<file path="config.mk">
export PLATFORM = sky130hd
export DESIGN_NAME = box_h_stream_fp
export DESIGN_NICKNAME = d
export VERILOG_FILES = /design/src/rtl/box_h_stream_fp.sv
export SDC_FILE = /design/constraint.sdc
export NUM_CORES = 2
export LEC_CHECK = 0
export CELL_PAD_IN_SITES_DETAIL_PLACEMENT = 0
export CELL_PAD_IN_SITES_GLOBAL_PLACEMENT = 1
export CORE_AREA = 2 2 328 297
export CTS_CLUSTER_SIZE = 20
export DETAILED_ROUTE_END_ITERATION = 10
export DIE_AREA = 0 0 330 299
export PLACE_DENSITY = 0.72
export SLEW_MARGIN = 20
export SYNTH_ARGS = -nofsm -noshare
export SYNTH_HDL_FRONTEND = slang
export SYNTH_HIERARCHICAL = 1
export SYNTH_SLANG_ARGS = --single-unit
</file>
<file path="constraint.sdc">
create_clock -name clk_i -period 22 [get_ports clk_i]
set_input_delay 3.3 -clock clk_i [delete_from_list [all_inputs] [get_ports clk_i]]
set_output_delay 3.3 -clock clk_i [all_outputs]
set_load 0.01 [all_outputs]
</file>
<file path="src/rtl/box_h_stream_fp.sv">
// Streaming horizontal box filter: builds a centred TAPS-wide window from a raster pixel
// stream with edge replication, flushes R trailing centres per row, and feeds the FP core.

// Window multiply-accumulate, one registered stage. Every tap uses the same COEF, so the
// window is summed exactly in fixed point and scaled once; the result is truncated, and
// subnormal results are flushed to zero.
module box_h_fp_mac #(
    parameter int unsigned EXP_WIDTH  = 5,
    parameter int unsigned FRAC_WIDTH = 10,
    parameter int unsigned TAPS       = 3,
    parameter logic [EXP_WIDTH+FRAC_WIDTH:0] COEF = 16'h3555
) (
    input  logic                                     clk,
    input  logic                                     rst,
    input  logic [TAPS*(1+EXP_WIDTH+FRAC_WIDTH)-1:0] win,
    input  logic                                     win_valid,
    input  logic [15:0]                              win_col,
    input  logic [15:0]                              win_row,
    output logic [EXP_WIDTH+FRAC_WIDTH:0]            data,
    output logic [15:0]                              col,
    output logic [15:0]                              row,
    output logic                                     valid
);
    localparam int unsigned FP_W   = 1 + EXP_WIDTH + FRAC_WIDTH;
    localparam int unsigned MANT_W = FRAC_WIDTH + 1;
    localparam int unsigned EMAX   = (1 << EXP_WIDTH) - 1;
    localparam int unsigned BIAS   = (1 << (EXP_WIDTH - 1)) - 1;
    localparam int unsigned FIX_W  = MANT_W + EMAX - 1;
    localparam int unsigned SUM_W  = FIX_W + $clog2(TAPS) + 1;
    localparam int unsigned PROD_W = SUM_W + MANT_W;

    localparam logic [EXP_WIDTH-1:0] COEF_E  = COEF[FP_W-2 -: EXP_WIDTH];
    localparam int unsigned          COEF_EB = (COEF_E == '0) ? 1 : int'(COEF_E);
    localparam logic [MANT_W-1:0]    COEF_M  = {COEF_E != '0, COEF[FRAC_WIDTH-1:0]};
    localparam logic                 COEF_S  = COEF[FP_W-1];

    // Magnitude to fixed point with LSB weight 2^(1-BIAS-FRAC_WIDTH).
    function automatic logic [FIX_W-1:0] to_fix(input logic [FP_W-2:0] v);
        logic [EXP_WIDTH-1:0] e;
        logic [MANT_W-1:0]    m;
        e = v[FP_W-2 -: EXP_WIDTH];
        m = {e != '0, v[FRAC_WIDTH-1:0]};
        if (e == '0) return FIX_W'(m);
        return FIX_W'(m) << (e - EXP_WIDTH'(1));
    endfunction

    logic [FP_W-1:0]       px;
    logic [SUM_W-1:0]      acc;
    logic [SUM_W-1:0]      mag;
    logic                  neg;
    logic [PROD_W-1:0]     prod;
    logic [PROD_W-1:0]     norm;
    logic [FRAC_WIDTH-1:0] frac;
    logic                  nz;
    int                    lead;
    int                    exp_b;
    logic [FP_W-1:0]       res_c;

    always_comb begin
        px    = '0;
        acc   = '0;
        lead  = 0;
        nz    = 1'b0;
        for (int i = 0; i < int'(TAPS); i++) begin
            px = win[i*FP_W +: FP_W];
            if (px[FP_W-1]) acc = acc - SUM_W'(to_fix(px[FP_W-2:0]));
            else            acc = acc + SUM_W'(to_fix(px[FP_W-2:0]));
        end
        neg  = acc[SUM_W-1];
        mag  = neg ? (~acc + SUM_W'(1)) : acc;
        prod = PROD_W'(mag) * PROD_W'(COEF_M);
        for (int i = 0; i < int'(PROD_W); i++) begin
            if (prod[i]) begin
                lead = i;
                nz   = 1'b1;
            end
        end
        exp_b = lead + 1 + int'(COEF_EB) - int'(BIAS) - 2 * int'(FRAC_WIDTH);
        norm  = prod << (PROD_W - 1 - lead);
        frac  = FRAC_WIDTH'(norm >> (PROD_W - 1 - FRAC_WIDTH));
        if (!nz || exp_b <= 0)        res_c = '0;
        else if (exp_b >= int'(EMAX)) res_c = {COEF_S ^ neg, {EXP_WIDTH{1'b1}}, FRAC_WIDTH'(0)};
        else                          res_c = {COEF_S ^ neg, EXP_WIDTH'(exp_b), frac};
    end

    always_ff @(posedge clk or posedge rst) begin
        if (rst) begin
            data  <= '0;
            col   <= '0;
            row   <= '0;
            valid <= 1'b0;
        end else begin
            valid <= win_valid;
            if (win_valid) begin
                data <= res_c;
                col  <= win_col;
                row  <= win_row;
            end
        end
    end
endmodule

module box_h_stream_fp #(
    parameter int unsigned EXP_WIDTH  = 5,
    parameter int unsigned FRAC_WIDTH = 10,
    parameter int unsigned TAPS       = 3,
    parameter int unsigned IMG_WIDTH  = 640,
    parameter logic [EXP_WIDTH+FRAC_WIDTH:0] COEF = 16'h3555
) (
    input  logic                          clk_i,
    input  logic                          rst_i,
    input  logic [EXP_WIDTH+FRAC_WIDTH:0] pixel_i,
    input  logic [15:0]                   col_i,
    input  logic [15:0]                   row_i,
    input  logic                          valid_i,
    output logic                          ready_o,
    output logic [EXP_WIDTH+FRAC_WIDTH:0] data_o,
    output logic [15:0]                   col_o,
    output logic [15:0]                   row_o,
    output logic                          valid_o
);
    localparam int unsigned FP_W     = 1 + EXP_WIDTH + FRAC_WIDTH;
    localparam int unsigned R        = (TAPS - 1) / 2;
    localparam int unsigned LAST_COL = IMG_WIDTH - 1;
    localparam int unsigned CNT_W    = 4;

    typedef enum logic [1:0] {IDLE, RUN, FLUSH} state_t;

    state_t           state_q, state_nxt;
    logic [FP_W-1:0]  sr [TAPS];
    logic [15:0]      ctr_q;
    logic [15:0]      row_q;
    logic [CNT_W-1:0] flush_q, flush_nxt;
    logic             win_valid_q;
    logic [15:0]      win_col_q;
    logic [15:0]      win_row_q;
    logic             accept;
    logic             load, shift, flush_shift, issue;
    logic [TAPS*FP_W-1:0] win_flat;
    logic             core_rst;

    assign accept   = valid_i && ready_o;
    assign core_rst = ~rst_i;

    // Next state and datapath controls.
    always_comb begin
        state_nxt   = state_q;
        flush_nxt   = flush_q;
        load        = 1'b0;
        shift       = 1'b0;
        flush_shift = 1'b0;
        issue       = 1'b0;
        unique case (state_q)
            IDLE: begin
                if (accept && col_i == '0) begin
                    load      = 1'b1;
                    state_nxt = RUN;
                end
            end
            RUN: begin
                if (accept) begin
                    if (col_i == '0) begin
                        load = 1'b1;
                    end else begin
                        shift = 1'b1;
                        issue = (col_i >= 16'(R));
                        if (col_i == 16'(LAST_COL)) begin
                            state_nxt = FLUSH;
                            flush_nxt = CNT_W'(R);
                        end
                    end
                end
            end
            FLUSH: begin
                flush_shift = 1'b1;
                issue       = 1'b1;
                flush_nxt   = flush_q - CNT_W'(1);
                if (flush_q == CNT_W'(1)) state_nxt = IDLE;
            end
            default: state_nxt = IDLE;
        endcase
    end

    always_ff @(posedge clk_i or negedge rst_i) begin
        if (!rst_i) begin
            state_q     <= IDLE;
            ready_o     <= 1'b1;
            flush_q     <= '0;
            ctr_q       <= '0;
            row_q       <= '0;
            win_valid_q <= 1'b0;
            win_col_q   <= '0;
            win_row_q   <= '0;
            for (int i = 0; i < int'(TAPS); i++) sr[i] <= '0;
        end else begin
            state_q     <= state_nxt;
            ready_o     <= (state_nxt != FLUSH);
            flush_q     <= flush_nxt;
            win_valid_q <= issue;
            if (load) begin
                for (int i = 0; i < int'(TAPS); i++) sr[i] <= pixel_i;
                row_q <= row_i;
                ctr_q <= '0;
            end else if (shift || flush_shift) begin
                // Flush replicates the right-border pixel.
                for (int i = 0; i < int'(TAPS) - 1; i++) sr[i] <= sr[i+1];
                sr[TAPS-1] <= shift ? pixel_i : sr[TAPS-1];
            end
            if (issue) begin
                win_col_q <= ctr_q;
                win_row_q <= row_q;
                ctr_q     <= (ctr_q == 16'(LAST_COL)) ? '0 : ctr_q + 16'd1;
            end
        end
    end

    always_comb begin
        win_flat = '0;
        for (int i = 0; i < int'(TAPS); i++) win_flat[i*FP_W +: FP_W] = sr[i];
    end

    box_h_fp_mac #(
        .EXP_WIDTH (EXP_WIDTH),
        .FRAC_WIDTH(FRAC_WIDTH),
        .TAPS      (TAPS),
        .COEF      (COEF)
    ) u_mac (
        .clk      (clk_i),
        .rst      (core_rst),
        .win      (win_flat),
        .win_valid(win_valid_q),
        .win_col  (win_col_q),
        .win_row  (win_row_q),
        .data     (data_o),
        .col      (col_o),
        .row      (row_o),
        .valid    (valid_o)
    );
endmodule

</file>
# Yosys cells after proc, flatten, opt, wreduce, memory -nomap -nowiden
# Cells that the tools add are included.
# Widths: inputs -> output; s select.
[classes]
addsub = 16
reduce_logical = 19
magnitude_cmp = 3
n_eq_ne = 9
n_bitwise = 1
n_mul = 1
shifts = 4
muxes = 165
[ops]
columns = ["op", "count"]
rows = [
  ["$mux 41", 14],
  ["$mux 44", 4],
  ["$mux 6", 23],
  ["$shl 11x5->41", 3],
  ["$mux 48", 2],
  ["$add 44x41->44", 2],
  ["$sub 44x41->44", 2],
  ["$mux 16", 5],
  ["$mux 5", 16],
  ["$mux 1", 74],
  ["$mul 44x11->55 const B", 1],
  ["$shl 55x32->54", 1],
  ["$add 44x1->44 const B", 1],
  ["$mux 4", 11],
  ["$not 44->44", 1],
  ["$sub 1x41->42 const A", 1],
  ["$add 32x5->32 const B", 1],
  ["$eq 16x10->1 const B", 2],
  ["$ge 32x6->1 const B", 1],
  ["$le 32x1->1 const B", 1],
  ["$sub 32x5->32 const B", 1],
  ["$sub 32x6->32 const B", 1],
  ["$add 16x1->16 const B", 1],
  ["$ge 16x1->1 const B", 1],
  ["24 further kinds", 48],
]
[totals]
in_bits = 51
reg_bits = 169
wordCells = 233

# Logic depth before layout (Yosys ltp)
[depth]
word_depth = 76
depth_mapped = 89
ltp_nobuf = 78

# Hierarchy
# Netlist, hierarchy kept.
[by_module_without_submodules]
columns = ["module", "n_inst", "cells_per_inst", "area_per_inst_um2", "seq_area_each_um2"]
rows = [
  ["box_h_fp_mac", 1, 3808, 28751.3, 1226.2],
  ["box_h_stream_fp", 1, 478, 5350.1, 3004.1],
]

# Least setup slack after synthesis
# No wires, ideal clock.
[synth_path]
path_type = "register to register"
from = "register sr[42] in the netlist's numbering"
to = "register u_mac.data[8]"
setup_time_ns = 0.132
stages_incl_launch_ff = 76
t_arrival_ns = 17.498
setup_slack_ns = 4.370
cell_sequence = "dfrtp_1 > buf_6 > buf_6 > inv_1 > ha_1 > buf_4 > mux4_2 > nand2_1 > o21ai_0 > a22oi_2 > and3_1 > nand3_1 > or2_2 > or3_1 > or3_1 > or3_1 > o41ai_1 > xnor2_1 > [40 not listed] > xnor2_2 > or2_2 > a221oi_1 > a21boi_4 > a21oi_4 > inv_4 > buf_6 > buf_2 > ha_1 > clkbuf_1 > clkbuf_1 > clkbuf_1 > a21oi_1 > o21ai_0 > nor3_1 > a32o_1 > a2111oi_0 > o31ai_1"
[synth_between]
elab_chain_cells = 76
elab_cells_between_ends = 144
classes_between = "add/sub: 12; mul: 1; order compare: 2; shift: 2; mux: 122; bitwise: 1; reduce/logical: 4"
[synth_lines]
columns = ["item", "line_no", "rtl"]
rows = [
  ["start, declared", "130", "logic [FP_W-1:0] sr [TAPS];"],
  ["start signal, assigned by index", "207", "sr[TAPS-1] <= shift ? pixel_i : sr[TAPS-1];"],
  ["parallel branches: the longest is 6 deep, another holds $sub 1x41->42", "--", ""],
  ["$mux 44 *", "66", "if (px[FP_W-1]) acc = acc - SUM_W'(to_fix(px[FP_W-2:0]));"],
  ["$add 44x41->44 or $sub 44x41->44 (tied branches)", "67, 66", ""],
  ["$mux 44 *", "66", ""],
  ["$add 44x41->44 or $sub 44x41->44 (tied branches)", "67, 66", ""],
  ["$mux 44 *", "66", ""],
  ["$not 44->44", "70", "mag = neg ? (~acc + SUM_W'(1)) : acc;"],
  ["$add 44x1->44", "70", ""],
  ["[33 not listed]", "--", ""],
  ["$mux 6 (23 in a row)", "73", "if (prod[i]) begin"],
  ["$add 6x1->7", "78", "exp_b = lead + 1 + int'(COEF_EB) - int'(BIAS) - 2 * int'(FRAC_WIDTH);"],
  ["$add 32x5->32", "78", ""],
  ["$sub 32x5->32", "78", ""],
  ["$sub 32x6->32", "78", ""],
  ["$ge 32x6->1 or $le 32x1->1 (tied branches)", "82, 81", ""],
  ["$mux 15 or $logic_or 1x1->1 (tied branches)", "82, 81", ""],
  ["$mux 16 *", "81", "if (!nz || exp_b <= 0) res_c = '0;"],
  ["end signal, assigned", "95", "data <= res_c;"],
  ["end, declared", "19", "output logic [EXP_WIDTH+FRAC_WIDTH:0] data,"],
]
# Mark *: on every way between the ends. The select of a mux whose other input is x is not followed.
# A chain may end at the register's enable or synchronous reset.

# Worst setup path in the final report
[layout_path]
from = "register sr[42] in the netlist's numbering"
to = "register u_mac.data[7]"
# The elaborated chain is that of the path after synthesis.

==> reports/qor.yml <==
status: "completed"
syn-num-nets: 4795
cts_made_buffers: 17
postSynthRegisterBits: 169
critPathLaunch: "sr[42]"
worst_ep_arrival_time_ns: 21.01
cts_max_level: 4
cts-root-to-sink-buffers: 2
post_cts_buffers: 0
seq_area_frac_synth_pct: 12.4
starting_density_of_the_core_pct: 35.6
cp_max_fo: 38
placed_cells: 5498
post_synth_instance_area_um2: 34100
tightest_slew_ns: 1.02
detailed_place.area_um2: 36100
drt_iter0_markers: 3412
timing.critical_path.to_type: "flop"
postSynthAreaPerCell_um2: 7.96
synth_edf_count: 0
wl_per_cell_um: 20.6
grt.overflow.total: 0
timing.rr.start: "sr[42]"
required_arrival_time_at_the_worst_endpoint_ns: 22.40
hold_slack_ns: 0.471
gp_routability_congestion: 0.962
die-width_um: 330
place_hpwl_mm: 92.2
timing.critical_path.slowest_cell_delay_ns: 0.60
vias: 32700
r2r_end: "u_mac/data[7]"
num_antenna_cells: 0
timing_max_transition_violations_final: 0
worst_skew_pair.late_latency_ns: 0.49
clk_pin_slew_worst_paths_ns: 0.09
yosysUniqueCellTypes: 141
final_cells: 5533
grt_first_pass_wirelength_mm: 179
hold_path.startpoint: "row_q[8]"
drt-pass1-iter-count: 7
end_point_of_the_most_critical_hold_path: "row_q[8]"
grt_start_max_net_pins: 72
drt-total-wl_mm: 114
post-route-period-util_pct: 93.7
synth_warnings: 6
floorplan.rows: 108
detail-route-antenna-nets: 0
cts_sinks: 169
setup.worst_path.class: "flop to flop"
timing.max_cap.violations: 0
cts_root_buf: "sky130_fd_sc_hd__clkbuf_16"
buffer_ports.inserted: 100
grt_pass1_vias: 31000
hold_path.class: "flop to flop"
timing.critical_path.slowest_stage_cell: "sky130_fd_sc_hd__a211oi_4"
io-pin-count: 101
start_kind: "flop"
synthesized_netlist_cell_count: 4286
via_per_inst: 5.91
r2r_cells: 69
fillerInstances: 9943
syn2layout_area_growth_pct: 7.99
async_flop_share_pct: 100
drive_gt1_share_pct: 8.76
period_needed_ns: 20.61
cell_depth_of_the_worst_min_delay_path: 2
nets: 4764
setup.reg_to_reg.worst_slack_ns: 1.39
final-hold-violation-count: 0
gr-usage-all-layers_pct: 22.8
tritoncts: "yes"
core_area_um2: 95700
finClkSkew_ns: 0.0188
dieArea_um2: 98700
drc: 0
timing.slew.headroom_pct: 31.5
setup_viol: 0
die-height_um: 299
achievable-frequency_ghz: 0.0485
initial_antenna_violation_count: 0
synth-main-ff-cell: "sky130_fd_sc_hd__dfrtp_1"
fin_area_um2: 36800
==> metal layers <==
metal  part of all wire [%]  track usage, %  vias up
li1                       -               -    15500
met1                     47            33.8    15900
met2                     42            33.9     1216
met3                    8.2            4.37      133
met4                    2.2            5.20        0
met5                      0               0        -
==> synthesized netlist by cell type, types with 28 or more instances <==
cell type	number	share of area (%)
sky130_fd_sc_hd__nand2_1	391	4.3
sky130_fd_sc_hd__nor2_1	387	4.3
sky130_fd_sc_hd__inv_1	348	3.8
sky130_fd_sc_hd__ha_1	298	11
sky130_fd_sc_hd__a21oi_1	269	3.9
sky130_fd_sc_hd__o21ai_0	224	3.3
sky130_fd_sc_hd__dfrtp_1	168	12
sky130_fd_sc_hd__fa_1	160	9.4
sky130_fd_sc_hd__xnor2_1	154	4.0
sky130_fd_sc_hd__mux2_2	108	3.6
sky130_fd_sc_hd__clkbuf_1	104	1.1
sky130_fd_sc_hd__xor2_1	95	2.4
sky130_fd_sc_hd__nor3_1	94	1.4
sky130_fd_sc_hd__mux2i_1	88	2.6
sky130_fd_sc_hd__a21o_1	87	1.9
sky130_fd_sc_hd__nand3_1	87	1.3
sky130_fd_sc_hd__a31oi_1	82	1.5
sky130_fd_sc_hd__buf_2	60	0.88
sky130_fd_sc_hd__a211oi_1	58	1.3
sky130_fd_sc_hd__and2_1	55	1.0
sky130_fd_sc_hd__and3_1	45	0.83
sky130_fd_sc_hd__nand2b_1	45	0.83
sky130_fd_sc_hd__nor2b_1	43	0.79
sky130_fd_sc_hd__o21a_1	43	0.95
sky130_fd_sc_hd__o211ai_1	36	0.79
sky130_fd_sc_hd__nor4_1	31	0.57
sky130_fd_sc_hd__o31ai_1	31	0.68
sky130_fd_sc_hd__or3_1	30	0.55
sky130_fd_sc_hd__o22ai_1	28	0.51
==> critical path, delay by kind of cell, from the launching register on <==
family | cells | cell delay, ns
AND/OR/NAND/NOR | 19 | 4.86
AO/OA/AOI/OAI | 27 | 7.49
flip-flops | 1 | 0.38
buffers and inverters | 6 | 1.21
XOR/XNOR | 6 | 2.05
adder cells (fa/ha/maj) | 11 | 4.51
==> worst max-delay path by stage <==
stage	to	slack (ns)	cells after the start
final	u_mac/data[7]	1.39	69
after global routing	u_mac/data[7]	-0.04	71
after CTS	u_mac/data[5]	0.23	71
after detailed placement	u_mac/data[5]	0.33	71
after global placement	u_mac/data[5]	0.46	70
after floorplan	u_mac/data[8]	4.37	75
==> cells in the final DEF, fill, tap and decap left out, types with 53 or more instances in the layout <==
cell                              netlist  routed
sky130_fd_sc_hd__nand2_1              391     391
sky130_fd_sc_hd__nor2_1               387     386
sky130_fd_sc_hd__inv_1                348     346
sky130_fd_sc_hd__ha_1                 298     297
sky130_fd_sc_hd__a21oi_1              269     269
sky130_fd_sc_hd__o21ai_0              224     222
sky130_fd_sc_hd__dfrtp_1              168     167
sky130_fd_sc_hd__fa_1                 160     160
sky130_fd_sc_hd__xnor2_1              154     152
sky130_fd_sc_hd__mux2_2               108     108
sky130_fd_sc_hd__clkdlybuf4s50_1        0      99
sky130_fd_sc_hd__nor3_1                94      94
sky130_fd_sc_hd__xor2_1                95      94
sky130_fd_sc_hd__mux2i_1               88      88
sky130_fd_sc_hd__nand3_1               87      87
sky130_fd_sc_hd__a21o_1                87      87
sky130_fd_sc_hd__a31oi_1               82      82
sky130_fd_sc_hd__a211oi_1              58      57
sky130_fd_sc_hd__and2_1                55      55
sky130_fd_sc_hd__buf_4                 15      53
==> stage by stage <==
step / setup WS, ns / utilization [%] / TNS (ns)
6_report: 1.39 / 38.5 / 0
5_1_grt: -0.0356 / 38.5 / -0.0356
3_5_place_dp: 0.332 / 37.7 / 0
2_1_floorplan: 4.37 / - / 0
4_1_cts: 0.229 / 38.4 / 0
3_3_place_gp: 0.455 / 37.7 / 0
==> area by class of cell <==
class	instances	area, um2	area share (%)
Timing Repair Buffer	154	1410	3.83
Clock buffer	17	425	1.16
Inverter	352	1330	3.62
Timing Repair inverter	1	5.00	0.0136
Multi-Input combinational cell	3560	27600	75.0
Tap cell	1265	1580	4.30
Clock inverter	15	209	0.567
Sequential cell	169	4230	11.5
==> registers in the layout (all words and copies together), names as in the netlist, 16 cells and up <==
signal / count
u_mac/col: 16
sr: 48
ctr_q: 16
win_col_q: 16
win_row_q: 16
row_q: 16
u_mac/row: 16
u_mac/data: 16
==> logic make-up (layout without fill, tap and decap cells) <==
logic type,after synthesis,after routing,synth area share (%)
flip-flops,169,169,12.4
AO/OA/AOI/OAI,1232,1233,24.9
XOR/XNOR,255,255,6.71
buffers and inverters,558,539,6.87
multiplexers,239,239,8.60
adder cells (fa/ha/maj),458,458,20.3
AND/OR/NAND/NOR,1375,1375,20.1
==> repair_timing <==
| action | in CTS | in global routing |
|---|---|---|
| setup endpoints to repair | 0 | 14 |
| gates resized for setup | 0 | 14 |
| hold buffers | 0 | 0 |
Power is left out: the tool's default activity adds up to more than one toggle a clock period on the data nets, which glitch-free logic cannot reach.
